<file path="src/rtl/axi_lite_ctrl_wrapper.sv">
// AXI4-Lite control/status register block that configures and launches the matrix compute core.
// Optional: define AXI_SLVERR_EN to answer invalid offsets with SLVERR instead of OKAY.
module axi_lite_ctrl_wrapper #(
   parameter int DATA_W = 32,
   parameter int ADDR_W = 32
) (
   input  logic              clk,
   input  logic              rst_n,
   input  logic [ADDR_W-1:0] s_axi_awaddr,
   input  logic              s_axi_awvalid,
   output logic              s_axi_awready,
   input  logic [DATA_W-1:0] s_axi_wdata,
   input  logic              s_axi_wvalid,
   output logic              s_axi_wready,
   output logic              s_axi_bvalid,
   output logic [1:0]        s_axi_bresp,
   input  logic              s_axi_bready,
   input  logic [ADDR_W-1:0] s_axi_araddr,
   input  logic              s_axi_arvalid,
   output logic              s_axi_arready,
   output logic [DATA_W-1:0] s_axi_rdata,
   output logic [1:0]        s_axi_rresp,
   output logic              s_axi_rvalid,
   input  logic              s_axi_rready,
   output logic [31:0]       cfg_m,
   output logic [31:0]       cfg_k,
   output logic [31:0]       cfg_n,
   output logic              start,
   input  logic              done
);

   localparam logic [7:0] OffCtrl   = 8'h00;
   localparam logic [7:0] OffStatus = 8'h04;
   localparam logic [7:0] OffCfgM   = 8'h08;
   localparam logic [7:0] OffCfgK   = 8'h0C;
   localparam logic [7:0] OffCfgN   = 8'h10;
   localparam logic [1:0] RespOkay  = 2'b00;
`ifdef AXI_SLVERR_EN
   localparam logic [1:0] RespInvalid = 2'b10;
`else
   localparam logic [1:0] RespInvalid = 2'b00;
`endif

   typedef enum logic {WrIdle, WrBresp} wrState_t;
   typedef enum logic {RdIdle, RdRresp} rdState_t;

   wrState_t          wrState_q, wrState_d;
   rdState_t          rdState_q, rdState_d;
   logic              awready_q, awready_d;
   logic [1:0]        bresp_q, bresp_d;
   logic              arready_q, arready_d;
   logic [DATA_W-1:0] rdata_q, rdata_d;
   logic [1:0]        rresp_q, rresp_d;
   logic [31:0]       cfgM_q, cfgM_d;
   logic [31:0]       cfgK_q, cfgK_d;
   logic [31:0]       cfgN_q, cfgN_d;
   logic              startPend_q, startPend_d;
   logic              start_q, start_d;
   logic              doneSticky_q, doneSticky_d;
   logic              busy_q, busy_d;

   logic [7:0]        wrOff;
   logic [7:0]        rdOff;
   logic              wrAccept;
   logic              bHandshake;
   logic              rdAccept;
   logic [31:0]       rdVal;
   logic              unusedAddrBits;

   function automatic logic isValidOff(input logic [7:0] off);
      return (off == OffCtrl) || (off == OffStatus) || (off == OffCfgM) ||
             (off == OffCfgK) || (off == OffCfgN);
   endfunction

   assign wrOff          = s_axi_awaddr[7:0];
   assign rdOff          = s_axi_araddr[7:0];
   assign unusedAddrBits = ^{s_axi_awaddr[ADDR_W-1:8], s_axi_araddr[ADDR_W-1:8]};
   assign wrAccept       = (wrState_q == WrIdle) && s_axi_awvalid && s_axi_wvalid;
   assign bHandshake     = (wrState_q == WrBresp) && s_axi_bready;
   assign rdAccept       = (rdState_q == RdIdle) && s_axi_arvalid;

   always_ff @(posedge clk or negedge rst_n) begin
      if (!rst_n) begin
         wrState_q    <= WrIdle;
         rdState_q    <= RdIdle;
         awready_q    <= 1'b0;
         bresp_q      <= 2'b00;
         arready_q    <= 1'b0;
         rdata_q      <= '0;
         rresp_q      <= 2'b00;
         cfgM_q       <= '0;
         cfgK_q       <= '0;
         cfgN_q       <= '0;
         startPend_q  <= 1'b0;
         start_q      <= 1'b0;
         doneSticky_q <= 1'b0;
         busy_q       <= 1'b0;
      end else begin
         wrState_q    <= wrState_d;
         rdState_q    <= rdState_d;
         awready_q    <= awready_d;
         bresp_q      <= bresp_d;
         arready_q    <= arready_d;
         rdata_q      <= rdata_d;
         rresp_q      <= rresp_d;
         cfgM_q       <= cfgM_d;
         cfgK_q       <= cfgK_d;
         cfgN_q       <= cfgN_d;
         startPend_q  <= startPend_d;
         start_q      <= start_d;
         doneSticky_q <= doneSticky_d;
         busy_q       <= busy_d;
      end
   end

   always_comb begin
      wrState_d = wrState_q;
      rdState_d = rdState_q;
      case (wrState_q)
         WrIdle:  if (wrAccept) wrState_d = WrBresp;
         WrBresp: if (s_axi_bready) wrState_d = WrIdle;
         default: wrState_d = WrIdle;
      endcase
      case (rdState_q)
         RdIdle:  if (rdAccept) rdState_d = RdRresp;
         RdRresp: if (s_axi_rready) rdState_d = RdIdle;
         default: rdState_d = RdIdle;
      endcase
   end

   // Register updates happen on the accept edge; the launch waits for the B handshake.
   always_comb begin
      awready_d    = wrAccept;
      arready_d    = rdAccept;
      bresp_d      = bresp_q;
      rdata_d      = rdata_q;
      rresp_d      = rresp_q;
      cfgM_d       = cfgM_q;
      cfgK_d       = cfgK_q;
      cfgN_d       = cfgN_q;
      startPend_d  = startPend_q;
      start_d      = 1'b0;
      doneSticky_d = doneSticky_q;
      busy_d       = busy_q;
      rdVal        = '0;

      if (wrAccept) begin
         bresp_d = isValidOff(wrOff) ? RespOkay : RespInvalid;
         case (wrOff)
            OffCtrl: if (s_axi_wdata[0]) startPend_d = 1'b1;
            OffCfgM: cfgM_d = s_axi_wdata[31:0];
            OffCfgK: cfgK_d = s_axi_wdata[31:0];
            OffCfgN: cfgN_d = s_axi_wdata[31:0];
            default: ;
         endcase
      end

      if (bHandshake && startPend_q) begin
         start_d      = 1'b1;
         startPend_d  = 1'b0;
         busy_d       = 1'b1;
         doneSticky_d = 1'b0;
      end

      // A completion on the launch edge still leaves DONE set.
      if (done) begin
         doneSticky_d = 1'b1;
         busy_d       = 1'b0;
      end

      if (rdAccept) begin
         rresp_d = isValidOff(rdOff) ? RespOkay : RespInvalid;
         case (rdOff)
            OffStatus: rdVal = {30'd0, busy_q, doneSticky_q};
            OffCfgM:   rdVal = cfgM_q;
            OffCfgK:   rdVal = cfgK_q;
            OffCfgN:   rdVal = cfgN_q;
            default:   rdVal = '0;
         endcase
         rdata_d = DATA_W'(rdVal);
      end
   end

   assign s_axi_awready = awready_q;
   assign s_axi_wready  = awready_q;
   assign s_axi_bvalid  = (wrState_q == WrBresp);
   assign s_axi_bresp   = bresp_q;
   assign s_axi_arready = arready_q;
   assign s_axi_rvalid  = (rdState_q == RdRresp);
   assign s_axi_rdata   = rdata_q;
   assign s_axi_rresp   = rresp_q;
   assign cfg_m         = cfgM_q;
   assign cfg_k         = cfgK_q;
   assign cfg_n         = cfgN_q;
   assign start         = start_q;

endmodule

</file>
<file path="config.mk">
export PLATFORM = sky130hd
export DESIGN_NAME = axi_lite_ctrl_wrapper
export DESIGN_NICKNAME = d
export VERILOG_FILES = /design/src/rtl/axi_lite_ctrl_wrapper.sv
export SDC_FILE = /design/constraint.sdc
export NUM_CORES = 1
export LEC_CHECK = 0
export ABC_AREA = 1
export ABC_CLOCK_PERIOD_IN_PS = 1750
export BUFFER_PORTS_ARGS = -buffer_cell sky130_fd_sc_hd__buf_2
export CORE_ASPECT_RATIO = 0.8
export CORE_MARGIN = 2
export CORE_UTILIZATION = 44
export CTS_CLUSTER_SIZE = 10
export DETAILED_ROUTE_END_ITERATION = 10
export HOLD_SLACK_MARGIN = 0.05
export PLACE_DENSITY_LB_ADDON = 0.1
export SLEW_MARGIN = 20
export SYNTH_ARGS = -nofsm -noshare
export SYNTH_HDL_FRONTEND = slang
export SYNTH_SLANG_ARGS = --single-unit
</file>
<file path="constraint.sdc">
create_clock -name clk -period 1.75 [get_ports clk]
set_input_delay 0.0875 -clock clk [delete_from_list [all_inputs] [get_ports clk]]
set_output_delay 0.0875 -clock clk [all_outputs]
set_load 0.1 [all_outputs]
</file>
Yosys cells after proc, flatten, opt, wreduce, memory -nomap -nowiden
Cells that the tools add are included.
{ "word_totals": {"out_inout_bits": 138, "ff_bits": 136, "elab_cells": 51} }
{ "classes": {"bitwise": 2, "eq_ne": 7, "reduce_logical": 14, "muxes": 16} }
{ "op_table": {"columns": ["cell", "n"], "rows": [
  ["$pmux 32 s4", 1],
  ["$eq 8x4->1 const B", 4],
  ["$eq 8x5->1 const B", 2],
  ["$mux 1", 13],
  ["$eq 8x3->1 const B", 1],
  ["$logic_not 8->1", 1],
  ["$reduce_bool 2->1", 4],
  ["$reduce_and 2->1", 3],
  ["$logic_and 1x1->1", 5],
  ["$pmux 1 s2", 2],
  ["$reduce_and 3->1", 1],
  ["$not 1->1", 2]
]} }

Longest topological paths before layout
Gate-level depths: netlist (run 1).
{ "logic_depth": {"depth_word": 5, "depth_mapped": 10, "ltp_nobuf": 8} }

Worst setup path after synthesis (run 1)
Ideal clock, no wire load.
{ "synth_timing": {"path_type": "reg-to-reg", "startpoint": "reg wrState_q, in the netlist s_axi_bvalid", "endpoint": "reg cfgK_q[23], in the netlist cfg_k[23]", "stages_incl_launch_ff": 8, "synth_period_minus_slack_ns": 1.785, "setup_time_ns": 0.076, "slack_ns": -0.035, "t_arrival_ns": 1.709, "n_path_buf": 1, "cell_sequence": "dfrtp_1 > inv_2 > nand3_1 > inv_2 > nand2_1 > buf_2 > nand2_1 > o21ai_1"} }
{ "synth_between": {"elab_chain_cells": 4} }
{ "synth_lines": {"columns": ["item", "line_no", "rtl"], "rows": [
  ["from (decl)", "47", "wrState_t wrState_q, wrState_d;"],
  ["from (signal assigned)", "84", "wrState_q <= WrIdle;"],
  ["from (signal assigned)", "99", "wrState_q <= wrState_d;"],
  ["$not 1->1", null, null],
  ["$logic_and 1x1->1 (2 in a row)", "78", "assign wrAccept = (wrState_q == WrIdle) && s_axi_awvalid && s_axi_wvalid;"],
  ["via awready_d", "49", "logic awready_q, awready_d;"],
  ["$reduce_and 2->1 (no line)", null, null],
  ["to (signal assigned)", "107", "cfgK_q <= cfgK_d;"],
  ["to (decl)", "55", "logic [31:0] cfgK_q, cfgK_d;"]
]} }
The timed path passes the listed nets, and every way through them passes these cells.
A chain may end at the register's enable or synchronous reset.

Worst setup path in the final report (run 1)
{ "layout_timing": {"startpoint": "reg wrState_q, in the netlist s_axi_bvalid", "endpoint": "reg startPend_q"} }
{ "layout_between": {"elab_chain_cells": 5, "word_cells_on_any_way": 10} }
{ "layout_lines": {"columns": ["item", "line_no", "rtl"], "rows": [
  ["$not 1->1", null, null],
  ["$logic_and 1x1->1 (2 in a row)", "78", null],
  ["$reduce_bool 2->1 (no line)", null, null],
  ["$reduce_and 3->1 (no line)", null, null],
  ["to (signal assigned)", "109", "startPend_q <= startPend_d;"],
  ["to (decl)", "57", "logic startPend_q, startPend_d;"]
]} }
Several ways; a longest one is shown, not always the timed one.

==> results of run 1 <==
-- per-layer routing --
layer	GRT usage, %	part of all wire [%]
met1	32.1	43
met2	40.7	47
met3	5.58	7.9
met4	9.45	2.0
met5	0	0
-- logic make-up (layout without fill, tap and decap cells) --
logic type,Yosys count,count (layout),share of synthesized area (%)
simple gates,355,355,27.6
flops,136,136,55.5
compound gates,103,103,8.44
buf+inv,94,328,8.42
other cells,1,4,0.0611
-- how the worst max path moves through the flow --
stage          slack, ns         endpoint  cells past startpoint             from
6_report            0.18      startPend_q                      6     s_axi_bvalid
5_1_grt             0.06      startPend_q                      6     s_axi_bvalid
3_3_place_gp        0.29   s_axi_rdata[8]                      9  s_axi_araddr[6]
3_5_place_dp        0.27   s_axi_rdata[8]                      9  s_axi_araddr[6]
4_1_cts             0.20      startPend_q                      6     s_axi_bvalid
2_1_floorplan       0.05  s_axi_rdata[12]                      5     s_axi_rvalid
-- worst register-to-register path, cell delays in order, from the launching register on --
cell and delay (ns):
dfrtp_2 0.41, inv_2 0.06, nand3_1 0.12, nor2_1 0.14
nand3_1 0.08, dlygate4sd3_1 0.57, a21oi_1 0.12
-- flip-flops by register name, summed over array words and instances, names as in the netlist, 32 cells and up --
register	count
s_axi_rdata	32
cfg_k	32
cfg_m	32
cfg_n	32
-- area by class of cell --
class	instances	area, um^2
multi-input combinational	462	2240
fill	1256	5440
inverter	49	184
tap	180	225
clock buffer	27	503
clock inverter	3	40.0
timing repair buffer	249	1560
sequential	136	3400
-- power breakdown --
part / total, uW / switching [uW] / leakage, uW / internal [uW]
Combinational: 1010 / 789 / 0.00251 / 223
Sequential: 3260 / 50.0 / 0.00188 / 3210
Clock: 3320 / 1230 / 0.000267 / 2080
Total: 7590 / 2070 / 0.00466 / 5520
-- stage by stage --
stage / util, % / std cells
after floorplan: - / 692
after global placement: 53.0 / 1035
after detailed placement: 53.0 / 1035
after CTS: 60.0 / 1106
after global routing: 60.0 / 1106
final: 60.0 / 1106
-- cells in the mapped netlist (all sizes together) --
cell / n
nand2: 237
dfrtp: 136
nand3: 102
o21ai: 100
inv: 49
buf: 38
nor2: 12
clkbuf: 7
a21oi: 2
and2: 2
a21o: 1
conb: 1
nand4: 1
nor3b: 1
==> run summary, run 1 <==
PD cells = 931 nW/um^2
Worst reg2reg endpoint = startPend_q
DRC marker count from the first detailed-route iteration = 324
Synth Warn # = 0
Overall power = 7590 uW
DRC viols = 0
Worst Max-Slew Pin Slew = 0.517 ns
Port-buffer cells = 189
Clock latency on the worst-skew pair = 0.41 ns
Number of gates resized after CTS = 0
Critical path arrival = 1.91 ns
Post-layout nets = 1,019
Final Wtd Congestion = 0.795
Post-placement setup slack = 0.270 ns
Routed WL = 17,700 um
RSZ-0062 raised after global routing = no
Final setup TNS = 0 ns
Die Span X = 136 um
Largest net degree at the start of global routing = 65
Via count = 5,628
VDD IR-drop max = 0.722 mV
Critical Path RT = 2.09 ns
Synth area leader = dfrtp_1
Static Leak = 0.00466 uW
Fmax = 0.637 GHz
Hold_ws = 0.176 ns
GRT Total Usage = 24.7%
Area growth syn-to-layout = 32.9%
Synthesized area = 6140 um^2
ANT cells = 0
Clock-pin slew on the worst setup and hold paths = 0.05 ns
Setup repair bufs after CTS = 0
FF+latch count, synth = 136
Routed vias/inst = 5.09
Most common cell after layout, fill and taps aside = nand2_1
Worst path cell trace = inv_2 > nand3_1 > nor2_1 > nand3_1 > dlygate4sd3_1 > a21oi_1
Worst R2R Setup Slack = 0.18 ns
Crit Path Max Fanout = 3
CP endpoint kind = flip-flop
Setup-failing EPs final = 0
CTS tree = done
Initial core utilization = 45.1%
CP max stage delay = 0.57 ns
Most frequent cells in the layout = nand2_1, buf_2, dfrtp_1
Global-route wire length before repair = 28,000 um
Setup WS post-layout = 0.180 ns
Worst r2r src = s_axi_bvalid
Max H-tree Level = 4
GRT Residual Overflow = 0
Largest buffer count on any clock path = 2
Placed Area = 7200 um^2
Vias in the first global route = 5,563
Critical path class = flip-flop to flip-flop
Crit start category = flip-flop
Clock root cell = clkbuf_16
Max Clock Skew = 0.00451 ns
Layout cells sized above 1 = 31.5%
CTS Buf Count = 17
Final instance area = 8160 um^2
HPWL Detailed = 11,600 um
Std-Cell Rows = 38
Num ports = 242
Sequential-to-total area share from yosys stat = 55.5%
Synth area leaders = dfrtp_1, nand2_1, o21ai_1
CP most frequent cell = nand3_1
Largest delay share family, worst path = buffers and inverters
Die ar. = 14,900 um^2
Max cap viols = 0
Outcome = finished, final reports clean
Die height = 110 um
Mapped Cells = 689
Core box area = 13,600 um^2
Synth Area per Inst = 8.91 um^2
Antenna violations before repair = 0
Slowest stage cell, crit path = dlygate4sd3_1
Post-synth top area share = 55.5%
Final antenna-violating net count = 0
Final Max Slew Viols = 0
Tcrit/Tclk final = 89.7%
Synth cell types = 28
R2r worst-path depth = 6
Relative slew slack = 65.8%
Drt wl/cell = 16.0 um
Final hold vios = 0
WP buf/inv = 2
Clock sinks = 136
Worst hold-check path type = input pin to async pin
Drt first pass iters = 5
Post-CTS Hold Buffers = 41
Tmin final = 1.57 ns
No activity file was read; power rests on OpenSTA's default activity.
==> run 2, diff against run 1 <==
==> constraint.sdc (replaced) <==
create_clock -name clk -period 1.75 [get_ports clk]
set_input_delay 0.0875 -clock clk [delete_from_list [all_inputs] [get_ports clk]]
set_output_delay 0.0875 -clock clk [all_outputs]
set_load 0.02 [all_outputs]
==> run summary, run 2 (same netlist as run 1, synthesis figures left out) <==
Clock root cell = clkbuf_16
GRT Total Usage = 24.9% (+0.20 points)
Power share of the sequential group = 40.9% (-2.1 points)
Setup-failing EPs final = 0 (unchanged)
Number of gates resized after CTS = 0 (unchanged)
Crit path capture = cfg_n[26]
Critical path arrival = 1.68 ns (-0.23 ns)
Via count = 5,596 (-0.57%)
Cells after DPL = 1,030 (-0.48%)
R2r worst-path depth = 7 (+1)
Routed vias/inst = 5.07 (-0.30%)
Clock share of power = 51.5% (+7.8 points)
Crit Path Max Fanout = 64 (+61)
Largest buffer count on any clock path = 2 (unchanged)
Max Clock Skew = 0.00637 ns (+0.00186 ns)
Clock latency on the worst-skew pair = 0.42 ns (about the same)
CP endpoint kind = flip-flop
Max cap viols = 0 (unchanged)
CTS Buf Count = 17 (unchanged)
Area of the multi-input gates = 2240 um^2 (unchanged)
Std-Cell Rows = 38 (unchanged)
Worst r2r src = s_axi_bvalid
P_sw = 1810 uW (-12%)
Worst Max-Slew Pin Slew = 0.776 ns (+0.259 ns)
Most common cell after layout, fill and taps aside = nand2_1
Die ar. = 14,900 um^2 (unchanged)
Clock-pin slew on the worst setup and hold paths = 0.06 ns (about the same)
Static Leak = 0.00471 uW (+1.2%)
CTS tree = done
Global-route wire length before repair = 28,000 um (about the same)
Port-buffer cells = 189 (unchanged)
Vias in the first global route = 5,463 (-1.8%)
Worst hold-check path type = input pin to flip-flop
Fill cell count = 1,235 (-1.7%)
VDD IR-drop max = 0.828 mV (+15%)
Cell Int Power = 6170 uW (+12%)
Num ports = 242 (unchanged)
Worst reg2reg endpoint = cfg_n[26]
Relative slew slack = 48.3% (-17 points)
Final non-filler cell total = 1,103 (-0.27%)
Final Max Slew Viols = 0 (unchanged)
Clock sinks = 136 (unchanged)
Setup repair bufs after CTS = 0 (unchanged)
DRC viols = 0 (unchanged)
Final hold vios = 0 (unchanged)
Core box area = 13,600 um^2 (unchanged)
PD cells = 965 nW/um^2 (+3.6%)
Worst R2R Setup Slack = 0.37 ns (+0.19 ns)
Drt first pass iters = 5 (unchanged)
Logic pwr share = 7.7% (-5.6 points)
Sequential Area = 3400 um^2 (about the same)
Crit start category = flip-flop
Outcome = finished, final reports clean
Final setup TNS = 0 ns (unchanged)
HPWL Detailed = 10,900 um (-6.5%)
Max H-tree Level = 4 (unchanged)
Net Sw Frac = 22.7% (-4.6 points)
Layout cells sized above 1 = 31.9% (+0.32 points)
Fmax = 0.722 GHz (+13%)
Post-layout nets = 1,014 (-0.49%)
Tmin final = 1.38 ns (-0.185 ns)
ANT cells = 0 (unchanged)
Die Span X = 136 um (unchanged)
Antenna violations before repair = 0 (unchanged)
Final Wtd Congestion = 0.790 (-0.63%)
Routed WL = 17,800 um (+0.85%)
Area growth syn-to-layout = 34.9%
Tcrit/Tclk final = 79.1% (-11 points)
CP startpoint = s_axi_bvalid
Final antenna-violating net count = 0 (unchanged)
Initial core utilization = 45.1% (unchanged)
Largest net degree at the start of global routing = 137 (+110%)
Most frequent cells in the layout = nand2_1, buf_2, dfrtp_1
Post-CTS Hold Buffers = 41 (unchanged)
RSZ-0062 raised after global routing = no
Drt wl/cell = 16.2 um (+1.1%)
Critical Path RT = 2.05 ns (-0.04 ns)
DRC marker count from the first detailed-route iteration = 352 (+8.6%)
Die height = 110 um (unchanged)
GRT Residual Overflow = 0 (unchanged)
Critical path class = flip-flop to flip-flop
==> run 2: cell type report <==
cell class,instances,share of cell area [%]
Clock buffer,19,5.47
Clock inverter,13,2.71
Inverter,49,2.22
Multi-Input combinational cell,462,27.1
Sequential cell,136,41.1
Tap cell,180,2.72
Timing Repair Buffer,244,18.6
==> run 2: power by group through the flow <==
stage                     Clock (uW)  Sequential [uW]  Combinational (uW)
final                           4110             3260                 612
after global routing            4310             3270                 676
after CTS                       4160             3260                 617
after detailed placement           0             3320                 543
after global placement             0             3310                 532
after floorplan                    0             3380                 214
==> run 2: worst min path at each step <==
stage                          from        endpoint  slack [ns]  depth (start not counted)
CTS                 s_axi_awaddr[4]     startPend_q        0.12                          6
floorplan                     rst_n          busy_q       -0.21                          0
global route        s_axi_awaddr[2]     startPend_q        0.14                          6
finish              s_axi_awaddr[0]     startPend_q        0.12                          6
global placement              rst_n        cfg_m[8]        0.24                          2
detailed placement            rst_n  s_axi_rdata[9]        0.26                          2
==> run 2: per-stage QoR <==
stage	util, %	setup WS, ns	hold slack (ns)	total power, uW	area (um^2)
finish	60.9	0.365	0.119	7980	8280
global route	60.9	0.204	0.145	8260	8280
CTS	60.9	0.336	0.119	8040	8280
detailed placement	52.9	0.372	0.256	3860	7190
global placement	52.9	0.385	0.245	3850	7190
floorplan	-	0.415	-0.208	3600	6150
==> run 2: critical path: stages (launching register included) <==
cell and delay (ns):
dfrtp_1 0.40, inv_2 0.06, nand3_1 0.12, inv_2 0.14, nand4_4 0.11, buf_12 0.23
nand2_1 0.11, o21ai_1 0.07
==> run 2: per-layer routing <==
| layer | wire (um) | vias up | track usage, % |
|---|---|---|---|
| met5 | 0 | - | 0 |
| met4 | 265 | 0 | 10.2 |
| met3 | 1250 | 21 | 6.09 |
| met2 | 8640 | 204 | 41.0 |
| met1 | 7670 | 2715 | 31.8 |
| li1 | - | 2656 | - |
